--- src/rtl/pipe_stage_elastic.sv ---
// Elastic pipeline stage: valid/ready handshake, 2-entry skid buffer, synchronous
// bubble-injecting flush and a saturating back-pressure counter. All outputs registered.
module pipe_stage_elastic #(
    parameter int unsigned       DATA_W      = 106,
    parameter int unsigned       CTRL_W      = 8,
    parameter logic [CTRL_W-1:0] CTRL_BUBBLE = '0,
    parameter int unsigned       CNT_W       = 16
) (
    input  logic              clk_i,
    input  logic              rst_i,
    input  logic              flush_i,
    input  logic              in_valid_i,
    output logic              in_ready_o,
    input  logic [DATA_W-1:0] in_data_i,
    input  logic [CTRL_W-1:0] in_ctrl_i,
    output logic              out_valid_o,
    input  logic              out_ready_i,
    output logic [DATA_W-1:0] out_data_o,
    output logic [CTRL_W-1:0] out_ctrl_o,
    output logic [CNT_W-1:0]  stall_cnt_o
);

    logic              main_valid_q, main_valid_d;
    logic [DATA_W-1:0] main_data_q,  main_data_d;
    logic [CTRL_W-1:0] main_ctrl_q,  main_ctrl_d;
    logic              skid_valid_q, skid_valid_d;
    logic [DATA_W-1:0] skid_data_q,  skid_data_d;
    logic [CTRL_W-1:0] skid_ctrl_q,  skid_ctrl_d;
    logic [CNT_W-1:0]  stall_cnt_q,  stall_cnt_d;

    logic acc;
    logic pop;

    // Ready depends only on a flop, so there is no combinational path from out_ready_i.
    assign in_ready_o = ~skid_valid_q;
    assign acc        = in_valid_i & in_ready_o;
    assign pop        = main_valid_q & out_ready_i;

    always_comb begin
        // NOTE: every signal gets a default first so no path through this block infers a latch.
        main_valid_d = main_valid_q;
        main_data_d  = main_data_q;
        main_ctrl_d  = main_ctrl_q;
        skid_valid_d = skid_valid_q;
        skid_data_d  = skid_data_q;
        skid_ctrl_d  = skid_ctrl_q;
        stall_cnt_d  = stall_cnt_q;

        if (flush_i) begin
            main_valid_d = 1'b0;
            main_ctrl_d  = CTRL_BUBBLE;
            skid_valid_d = 1'b0;
        end else if (!main_valid_q || pop) begin
            if (skid_valid_q) begin
                // Older skid entry always moves up before anything newer.
                main_valid_d = 1'b1;
                main_data_d  = skid_data_q;
                main_ctrl_d  = skid_ctrl_q;
                skid_valid_d = 1'b0;
            end else if (acc) begin
                main_valid_d = 1'b1;
                main_data_d  = in_data_i;
                main_ctrl_d  = in_ctrl_i;
            end else begin
                main_valid_d = 1'b0;
                main_ctrl_d  = CTRL_BUBBLE;
            end
        end else if (acc) begin
            skid_valid_d = 1'b1;
            skid_data_d  = in_data_i;
            skid_ctrl_d  = in_ctrl_i;
        end

        // Counting is independent of flush; only reset clears it.
        if (main_valid_q && !out_ready_i && (stall_cnt_q != {CNT_W{1'b1}})) begin
            stall_cnt_d = stall_cnt_q + CNT_W'(1);
        end
    end

    // NOTE: sequential state uses non-blocking assignments so all flops update together at the edge.
    always_ff @(posedge clk_i) begin
        if (rst_i) begin
            // NOTE: the data registers are cleared too, so outputs are fully defined after reset.
            main_valid_q <= 1'b0;
            main_data_q  <= '0;
            main_ctrl_q  <= CTRL_BUBBLE;
            skid_valid_q <= 1'b0;
            skid_data_q  <= '0;
            skid_ctrl_q  <= '0;
            stall_cnt_q  <= '0;
        end else begin
            main_valid_q <= main_valid_d;
            main_data_q  <= main_data_d;
            main_ctrl_q  <= main_ctrl_d;
            skid_valid_q <= skid_valid_d;
            skid_data_q  <= skid_data_d;
            skid_ctrl_q  <= skid_ctrl_d;
            stall_cnt_q  <= stall_cnt_d;
        end
    end

    assign out_valid_o = main_valid_q;
    assign out_data_o  = main_data_q;
    assign out_ctrl_o  = main_ctrl_q;
    assign stall_cnt_o = stall_cnt_q;

endmodule

--- config.mk ---
export PLATFORM = sky130hd
export DESIGN_NAME = pipe_stage_elastic
export DESIGN_NICKNAME = d
export VERILOG_FILES = /design/src/rtl/pipe_stage_elastic.sv
export SDC_FILE = /design/constraint.sdc
export NUM_CORES = 1
export LEC_CHECK = 0
export ABC_AREA = 1
export ABC_CLOCK_PERIOD_IN_PS = 1690
export BUFFER_PORTS_ARGS = -buffer_cell sky130_fd_sc_hd__buf_2
export CORE_MARGIN = 1
export CORE_UTILIZATION = 53
export DETAILED_ROUTE_END_ITERATION = 12
export PLACE_DENSITY_LB_ADDON = 0.12
export REMOVE_ABC_BUFFERS = 1
export SLEW_MARGIN = 20
export SYNTH_ARGS = -nofsm -noshare
export SYNTH_HDL_FRONTEND = slang
export SYNTH_SLANG_ARGS = --single-unit
export TNS_END_PERCENT = 10
--- constraint.sdc ---
create_clock -name clk_i -period 1.69 [get_ports clk_i]
set_input_delay 0.338 -clock clk_i [delete_from_list [all_inputs] [get_ports clk_i]]
set_output_delay 0.338 -clock clk_i [all_outputs]
set_load 0.1 [all_outputs]
Yosys cells after proc, flatten, opt, wreduce, memory -nomap -nowiden
Index checks and enable logic that the tools add are counted.
W data, S select, Z words.
{"block": "op_classes", "n_reduce_logical": 10, "n_eq_ne": 1, "add_sub_neg": 1, "n_mux": 6, "n_bitwise": 5}
{"op": "$mux W106", "count": 2}
{"op": "$add A16 B1 Y16 const B", "count": 1}
{"op": "$mux W8", "count": 2}
{"op": "$ne A16 B16 Y1 const B", "count": 1}
{"op": "$reduce_and A3 Y1", "count": 2}
{"op": "$not A1 Y1", "count": 3}
{"op": "$reduce_or A3 Y1", "count": 1}
{"op": "$and A1 B1 Y1", "count": 2}
{"op": "$logic_and A1 B1 Y1", "count": 2}
{"op": "$logic_not A1 Y1", "count": 2}
{"op": "$mux W1", "count": 2}
{"op": "$reduce_bool A2 Y1", "count": 1}
{"op": "$reduce_or A2 Y1", "count": 1}
{"op": "$logic_or A1 B1 Y1", "count": 1}
{"block": "word_totals", "output_inout_bits": 132, "word_cells": 30, "ff_bits": 246, "input_bits": 119}

Longest topological paths before layout
Gate-level depths: netlist of run 1.
{"block": "logic_depth", "depth_word": 4, "ltp_mapped": 9, "ltp_nobuf": 9}

Least setup slack after synthesis of run 1
No wires, ideal clock.
{"block": "synth_path", "kind": "reg-to-reg", "startpoint": "reg stall_cnt_q[0] (netlist: stall_cnt_o[0])", "endpoint": "reg stall_cnt_q[15] (netlist: stall_cnt_o[15])", "path_buffers": 1, "setup_time_ns": 0.119, "t_arrival_ns": 2.030, "period_less_slack_ns": 2.149, "required_ns": 1.571, "path_slack_ns": -0.459, "path_stages_with_launch": 8, "cell_sequence": "dfxtp_1 -> ha_1 -> inv_1 -> nor2_1 -> nand4_4 -> buf_6 -> a21oi_1 -> nor2_1"}
{"block": "synth_between", "elab_chain_cells": 2, "elab_cells_between_ends": 3, "cone_classes": "add/sub: 1; eq/ne: 1; reduce/logical: 1"}
{"element": "from (decl)", "line": "29", "text": "logic [CNT_W-1:0] stall_cnt_q, stall_cnt_d;"}
{"element": "from (signal assigned)", "line": "98", "text": "stall_cnt_q <= stall_cnt_d;"}
{"element": "parallel branches: the longest is 2 deep, another holds $add A16 B1 Y16"}
Several ways; the timed one is not identified.
A chain may end at the register's enable or synchronous reset.

Worst setup path in the final report of run 1
{"block": "layout_path", "startpoint": "reg main_data_q[93] (netlist: out_data_o[93])", "endpoint": "out out_data_o[93]"}
{"element": "from (decl)", "line": "24", "text": "logic [DATA_W-1:0] main_data_q, main_data_d;"}
{"element": "from (signal assigned)", "line": "93", "text": "main_data_q <= main_data_d;"}
{"element": "to (decl)", "line": "18", "text": "output logic [DATA_W-1:0] out_data_o,"}
No word-level cell between the ends.

==> impl_metrics.yaml, run 1 <==
pwr:
  leakage_nw: 5.93
  power_density_nw_per_um2: 1130
  irDropWorstVdd_uv: 832
  power_mw: 14.7
layout:
  multi_input_area_um2: 4430
  final_net_count: 1836
  fillers: 1703
  final_cells: 1997
  syn2layout_area_growth_pct: 26.0
  seq_area_um2: 4930
  drive_gt1_frac: 0.197
floorplanning:
  start_util: 0.545
  row_count: 50
  die_width_um: 141
  coreArea_um2: 18900
  pin_count: 251
  die_height_um: 141
  dieArea_um2: 20000
timing:
  report.final.slew_viol_count: 0
  postLayoutSetupSlackWorst_ns: 0.0296
  setup_violations: 0
  fin_crit_sh: 0.982
  fin_crit_ns: 1.66
  max_freq_mhz: 602
  relSlewSlack: 0.636
  clock_skew_ns: 0.00769
  worst_slew_pin_slew_ns: 0.547
  finalHoldWorstSlack_ns: 0.0809
  tns_ns: 0
  rsz0062_at_grt: "yes"
  finalHoldViolCount: 0
worst_setup_path:
  required_ns: 1.35
  crit_chain: "buf_2"
  cp.arrival_ns: 1.32
  critical_path.startpoint_type: "flip-flop"
  r2r_start: "stall_cnt_o[8]$_SDFFE_PP0P_"
  cp-startpoint: "out_data_o[93]$_SDFFE_PP0P_"
  slowest_stage: "buf_2"
  cp_max_fo: 2
  cpPeakStageDelay_ns: 0.44
  critPathKind: "reg -> out"
  path_delay_family: "buffers and inverters"
  critPathBufInv: 1
  worst_setup_path_end_kind: "output port"
  r2r_slack_ns: 0.19
routing:
  drc: 0
  vias: 9907
  drt-initial-drc-count: 608
  vias_per_cell: 4.96
  dr.pass1.iters: 5
  wl_mm: 26.4
  wl_per_cell_um: 13.2
  ant_nets: 0
place:
  dp.cells: 1943
  dp_worst_setup_slack_ns: 0.0962
  io_buffers: 250
  gp_congestion: 0.812
  place.detailed.hpwl_mm: 16.2
global_route:
  use_met3: 0.0415
  busiest_layer: "met2"
  antenna_found_initial: 3
  grt_first_pass_wirelength_mm: 42.2
  use_met1: 0.354
  grt_util_all_layers: 0.256
  gr-usage-met2: 0.411
  gr-total-overflow: 0
  grt_pass1_vias: 8716
  grt_max_degree: 68
synth:
  synth_top_cell_area_share: 0.478
  avgSynthCellArea_um2: 6.87
  synth.distinct_cells: 23
  yosysWarnings: 0
  synth_top_cell_by_area: "dfxtp_1"
  yosysSeqAreaShare: 0.478
  synth-seq-cells: 246
  synthTopCellsByArea: "dfxtp_1 48%, nand2_1 14%, nor2_1 10%"
  synthesis.area_um2: 10300
  syn_inst: 1499
clocking:
  cts_tree: "yes"
  clk_pin_slew_ns: 0.06
  numCtsBuffers: 26
  clockBufferDepth: 3
  cts_max_level: 1
  cts.sinks: 246
  root_buffer: "clkbuf_16"
  cts_hold_buf: 0
  clkLatencyLatePin_ns: 0.51
run:
  maxCapViolations: 0
run_status:
  outcome: "finished clean"
worst_hold_path:
  hp-class: "in -> reg"
  hp-start: "in_data_i[84]"
## cell usage in the layout, fill, tap and decap left out, types with 2 or more instances in the layout
cell,synthesis,layout
buf_2,35,223
inv_6,0,2
clkinvlp_4,0,2
dfxtp_1,246,245
a21oi_1,132,132
clkbuf_16,0,27
diode_2,0,3
nand3_1,13,13
bufbuf_16,0,2
clkbuf_4,0,13
buf_12,0,16
clkbuf_8,0,5
nor2_1,275,274
o21ai_0,199,199
nand2_1,372,372
inv_1,119,118
nand4_1,2,2
buf_16,0,2
clkbuf_1,53,5
clkinv_2,0,3
nand3_4,1,2
o21ai_1,30,30
buf_4,3,33
bufinv_16,0,4
nor2_2,1,2
## cell type report
class	count	area share
Antenna cell	3	0.000579
Multi-Input combinational cell	1031	0.341
Inverter	122	0.0362
Clock buffer	37	0.0588
Sequential cell	246	0.380
Timing Repair Buffer	289	0.147
Tap cell	260	0.0251
Clock inverter	9	0.0117
## cell usage after synthesis, drive strengths merged
| master | count |
|---|---|
| nand3b | 1 |
| clkbuf | 53 |
| buf | 47 |
| nand4 | 3 |
| inv | 122 |
| o21ai | 229 |
| dfxtp | 246 |
| a21oi | 132 |
| nand2 | 372 |
| nand3 | 15 |
| nor2 | 278 |
| ha | 1 |
## cells by family (layout without fill, tap and decap cells)
kind of cell               Yosys count  in the layout  synth area share
other                                0              3                 0
buffers and inverters              222            457            0.0930
DFF                                246            246             0.478
and+or+nand+nor                    669            669             0.252
AOI/OAI and AO/OA                  361            361             0.175
adders and majority gates            1              1           0.00121
## path summary, 6_finish.rpt
kind / to / cells past startpoint
worst min-delay path: skid_data_q[84]$_SDFFE_PP0P_ / 3
worst min register to register: out_data_o[3]$_SDFFE_PP0P_ / 2
worst max-delay path: out_data_o[93] / 1
worst max register to register: stall_cnt_o[7]$_SDFFE_PP0P_ / 5
## through the flow
step           utilization  instance area, µm²
2_1_floorplan            -                9800
3_3_place_gp         0.629               11900
3_5_place_dp         0.629               11900
4_1_cts              0.683               12900
5_1_grt              0.687               13000
6_report             0.687               13000
## sequential cells by signal, indices dropped and copies added, names as in the netlist
register      flops
out_data_o      106
out_ctrl_o        8
skid_valid_q      1
skid_data_q     106
out_valid_o       1
skid_ctrl_q       8
stall_cnt_o      16
## what timing repair did
action | CTS | global route
buffers inserted | 0 | 3
gates cloned | 2 | 0
endpoints found under the setup margin | 14 | 18
resized for setup | 14 | 16
## per-layer routing
layer / share of wire / vias to the layer above
met5: 0 / -
li1: - / 5146
met3: 0.070 / 37
met4: 0.020 / 0
met2: 0.46 / 322
met1: 0.45 / 4402
## power by group
| part | switching [mW] | total (mW) | internal, mW |
|---|---|---|---|
| logic | 2.01 | 2.56 | 0.543 |
| registers | 0.129 | 6.16 | 6.03 |
| clock network | 2.25 | 5.99 | 3.74 |
| total | 4.40 | 14.7 | 10.3 |
## worst register-to-register path, stage by stage (launching register included)
cell	delay [ns]
dfxtp_1	0.41
nand2_1	0.17
nor2_2	0.25
nand4_4	0.27
a21oi_1	0.23
nor2_1	0.07
No activity file was read; power rests on OpenSTA's default activity.
==> run 2: changes to the inputs <==
--- a/config.mk
+++ b/config.mk
@@ -6,10 +6,10 @@
 export NUM_CORES = 1
 export LEC_CHECK = 0
 export ABC_AREA = 1
-export ABC_CLOCK_PERIOD_IN_PS = 1690
+export ABC_CLOCK_PERIOD_IN_PS = 1400
 export BUFFER_PORTS_ARGS = -buffer_cell sky130_fd_sc_hd__buf_2
 export CORE_MARGIN = 1
-export CORE_UTILIZATION = 53
+export CORE_UTILIZATION = 48
 export DETAILED_ROUTE_END_ITERATION = 12
 export PLACE_DENSITY_LB_ADDON = 0.12
 export REMOVE_ABC_BUFFERS = 1
==> constraint.sdc (replaced) <==
create_clock -name clk_i -period 1.4 [get_ports clk_i]
set_input_delay 0.28 -clock clk_i [delete_from_list [all_inputs] [get_ports clk_i]]
set_output_delay 0.28 -clock clk_i [all_outputs]
set_load 0.1 [all_outputs]
==> run 2 against run 1 <==
Net effect:
- the flow now finishes with violations (setup timing)
- global-route usage fell by 0.056 points
- critical path depth is 7 higher
- via count grew 6.3%
- routed wire length grew 20%
- sequential power increased by 23%
- power up 26%
- setup slack worse by 0.22 ns
- sequential share of layout area decreased by 5.9 points
- cell area grew 21%
- die area rose by 10%
- largest cell class unchanged
==> impl_metrics.yaml, run 2 (synthesis results as in run 1) <==
worst_setup_path:
  reg2reg_to: "out_data_o[61]$_SDFFE_PP0P_"
  cp_max_fo: 49
  reg2reg_depth: 8
  critPathKind: "reg -> reg"
  r2r_start: "skid_valid_q$_SDFFE_PP0P_"
  r2r_slack_ns: -0.19
  critical_path.startpoint_type: "flip-flop"
  worst_setup_path_end_kind: "flip-flop"
  required_ns: 1.79
  cp.arrival_ns: 1.99
pwr:
  irDropWorstVdd_uv: 935
  leakage_nw: 6.74
  power_mw: 18.5
  power_density_nw_per_um2: 1180
clocking:
  cts_tree: "yes"
  numCtsBuffers: 26
  cts_max_level: 1
  clk_pin_slew_ns: 0.06
  root_buffer: "clkbuf_16"
  clkLatencyLatePin_ns: 0.52
  cts.sinks: 246
  clockBufferDepth: 3
timing:
  fin_crit_sh: 1.14
  rsz0062_at_grt: "yes"
  fin_crit_ns: 1.59
  max_freq_mhz: 628
  postLayoutSetupSlackWorst_ns: -0.193
  clock_skew_ns: 0.00736
  setup_violations: 134
  worst_slew_pin_slew_ns: 0.299
  finalHoldViolCount: 0
  report.final.slew_viol_count: 0
  relSlewSlack: 0.801
floorplanning:
  row_count: 53
  coreArea_um2: 21000
  die_height_um: 149
  pin_count: 251
  dieArea_um2: 22100
  die_width_um: 149
  start_util: 0.490
global_route:
  grt_first_pass_wirelength_mm: 46.2
  antenna_found_initial: 7
  gr-usage-met2: 0.414
  grt_util_all_layers: 0.256
  gr-total-overflow: 0
  use_met3: 0.0448
  grt_max_degree: 59
  use_met1: 0.346
  grt_pass1_vias: 9319
  busiest_layer: "met2"
routing:
  vias_per_cell: 5.12
  vias: 10500
  dr.pass1.iters: 5
  drc: 0
  drt-initial-drc-count: 572
  wl_per_cell_um: 15.4
  ant_nets: 0
  wl_mm: 31.6
layout:
  fin_area_um2: 15700
  fin_util: 0.747
  syn2layout_area_growth_pct: 52.4
  mostFrequentLayoutCells: "367 x nand2_1, 263 x nor2_1, 159 x dfxtp_1"
  final_net_count: 1880
  final_cells: 2059
  final_common_cell: "nand2_1"
  drive_gt1_frac: 0.280
place:
  gp_congestion: 0.795
  place.detailed.hpwl_mm: 17.0
  dpl_cell_area_um2: 12300
  io_buffers: 250
  dp.cells: 1975
worst_hold_path:
  whs_endpoint: "out_ctrl_o[7]$_SDFFE_PP0P_"
  holdPathStages: 3
  hp-class: "in -> reg"
  hp-start: "in_ctrl_i[7]"
run_status:
  violations: "setup timing"
  outcome: "complete, but fails checks"
run:
  maxCapViolations: 0
run 2: changes by cell type in the layout (fill, tap and decap cells not counted), moves of 10 or more:
cell      before  now
buf_2        223  118
buf_6          0   28
clkbuf_4      13    0
o21ai_1       30  147
buf_4         33   23
dfxtp_2        0   85
buf_8          0   11
buf_12        16  132
dfxtp_1      245  159
nor2_1       274  263
o21ai_0      199   73
run 2: cell type report:
| type | count | area [µm²] |
|---|---|---|
| Antenna cell | 7 | 17.5 |
| Clock buffer | 38 | 787 |
| Clock inverter | 7 | 85.1 |
| Fill cell | 1521 | 5320 |
| Inverter | 122 | 499 |
| Multi-Input combinational cell | 1032 | 4580 |
| Sequential cell | 246 | 5040 |
| Tap cell | 275 | 344 |
| Timing Repair Buffer | 332 | 4350 |
run 2: power by group:
group,internal (mW),switching [mW]
Combinational,1.38,2.54
Sequential,7.31,0.282
Clock,4.23,2.76
Total,12.9,5.58
run 2: worst max-delay path by stage:
stage,startpoint,endpoint,slack [ns],cells past startpoint
4_1_cts,skid_valid_q$_SDFFE_PP0P_,in_ready_o,-0.13,3
2_1_floorplan,skid_valid_q$_SDFFE_PP0P_,out_data_o[0]$_SDFFE_PP0P_,-4.86,5
3_3_place_gp,out_ready_i,out_data_o[60]$_SDFFE_PP0P_,-0.12,8
6_report,skid_valid_q$_SDFFE_PP0P_,out_data_o[61]$_SDFFE_PP0P_,-0.19,8
5_1_grt,skid_valid_q$_SDFFE_PP0P_,out_data_o[61]$_SDFFE_PP0P_,-0.22,8
3_5_place_dp,out_ready_i,out_data_o[16]$_SDFFE_PP0P_,-0.16,8
run 2: worst max-delay path: stages (launching register included):
cell and delay, ns:
dfxtp_4 0.38, inv_8 0.04, buf_4 0.15, nand2_4 0.08
nand3_4 0.09, buf_12 0.17, buf_12 0.18, o21ai_0 0.26
a21oi_1 0.09
run 2: per-layer routing:
layer,routed length (µm),vias to the layer above,part of all wire
met5,26,-,0.00082
met4,660,4,0.021
met3,2110,52,0.067
met2,15400,372,0.49
met1,13400,4847,0.42
li1,-,5260,-
run 2: per-stage QoR:
stage | setup TNS, ns | hold slack (ns) | setup slack (ns)
after floorplan | -854.62 | 0.425 | -4.86
after global placement | -7.62 | 0.429 | -0.115
after detailed placement | -13.76 | 0.431 | -0.159
after CTS | -2.92 | 0.000405 | -0.127
after global routing | -14.47 | -0.00106 | -0.223
final | -3.46 | 0.00992 | -0.193
run 2: what timing repair did:
item                       4_1_cts  5_1_grt
gates cloned                     2       10
setup endpoints to repair      175      329
setup buffers                    5       11
hold buffers                     4        0
hold endpoints to repair         4        0
pin swaps                        1       17
gates resized for setup        424      301
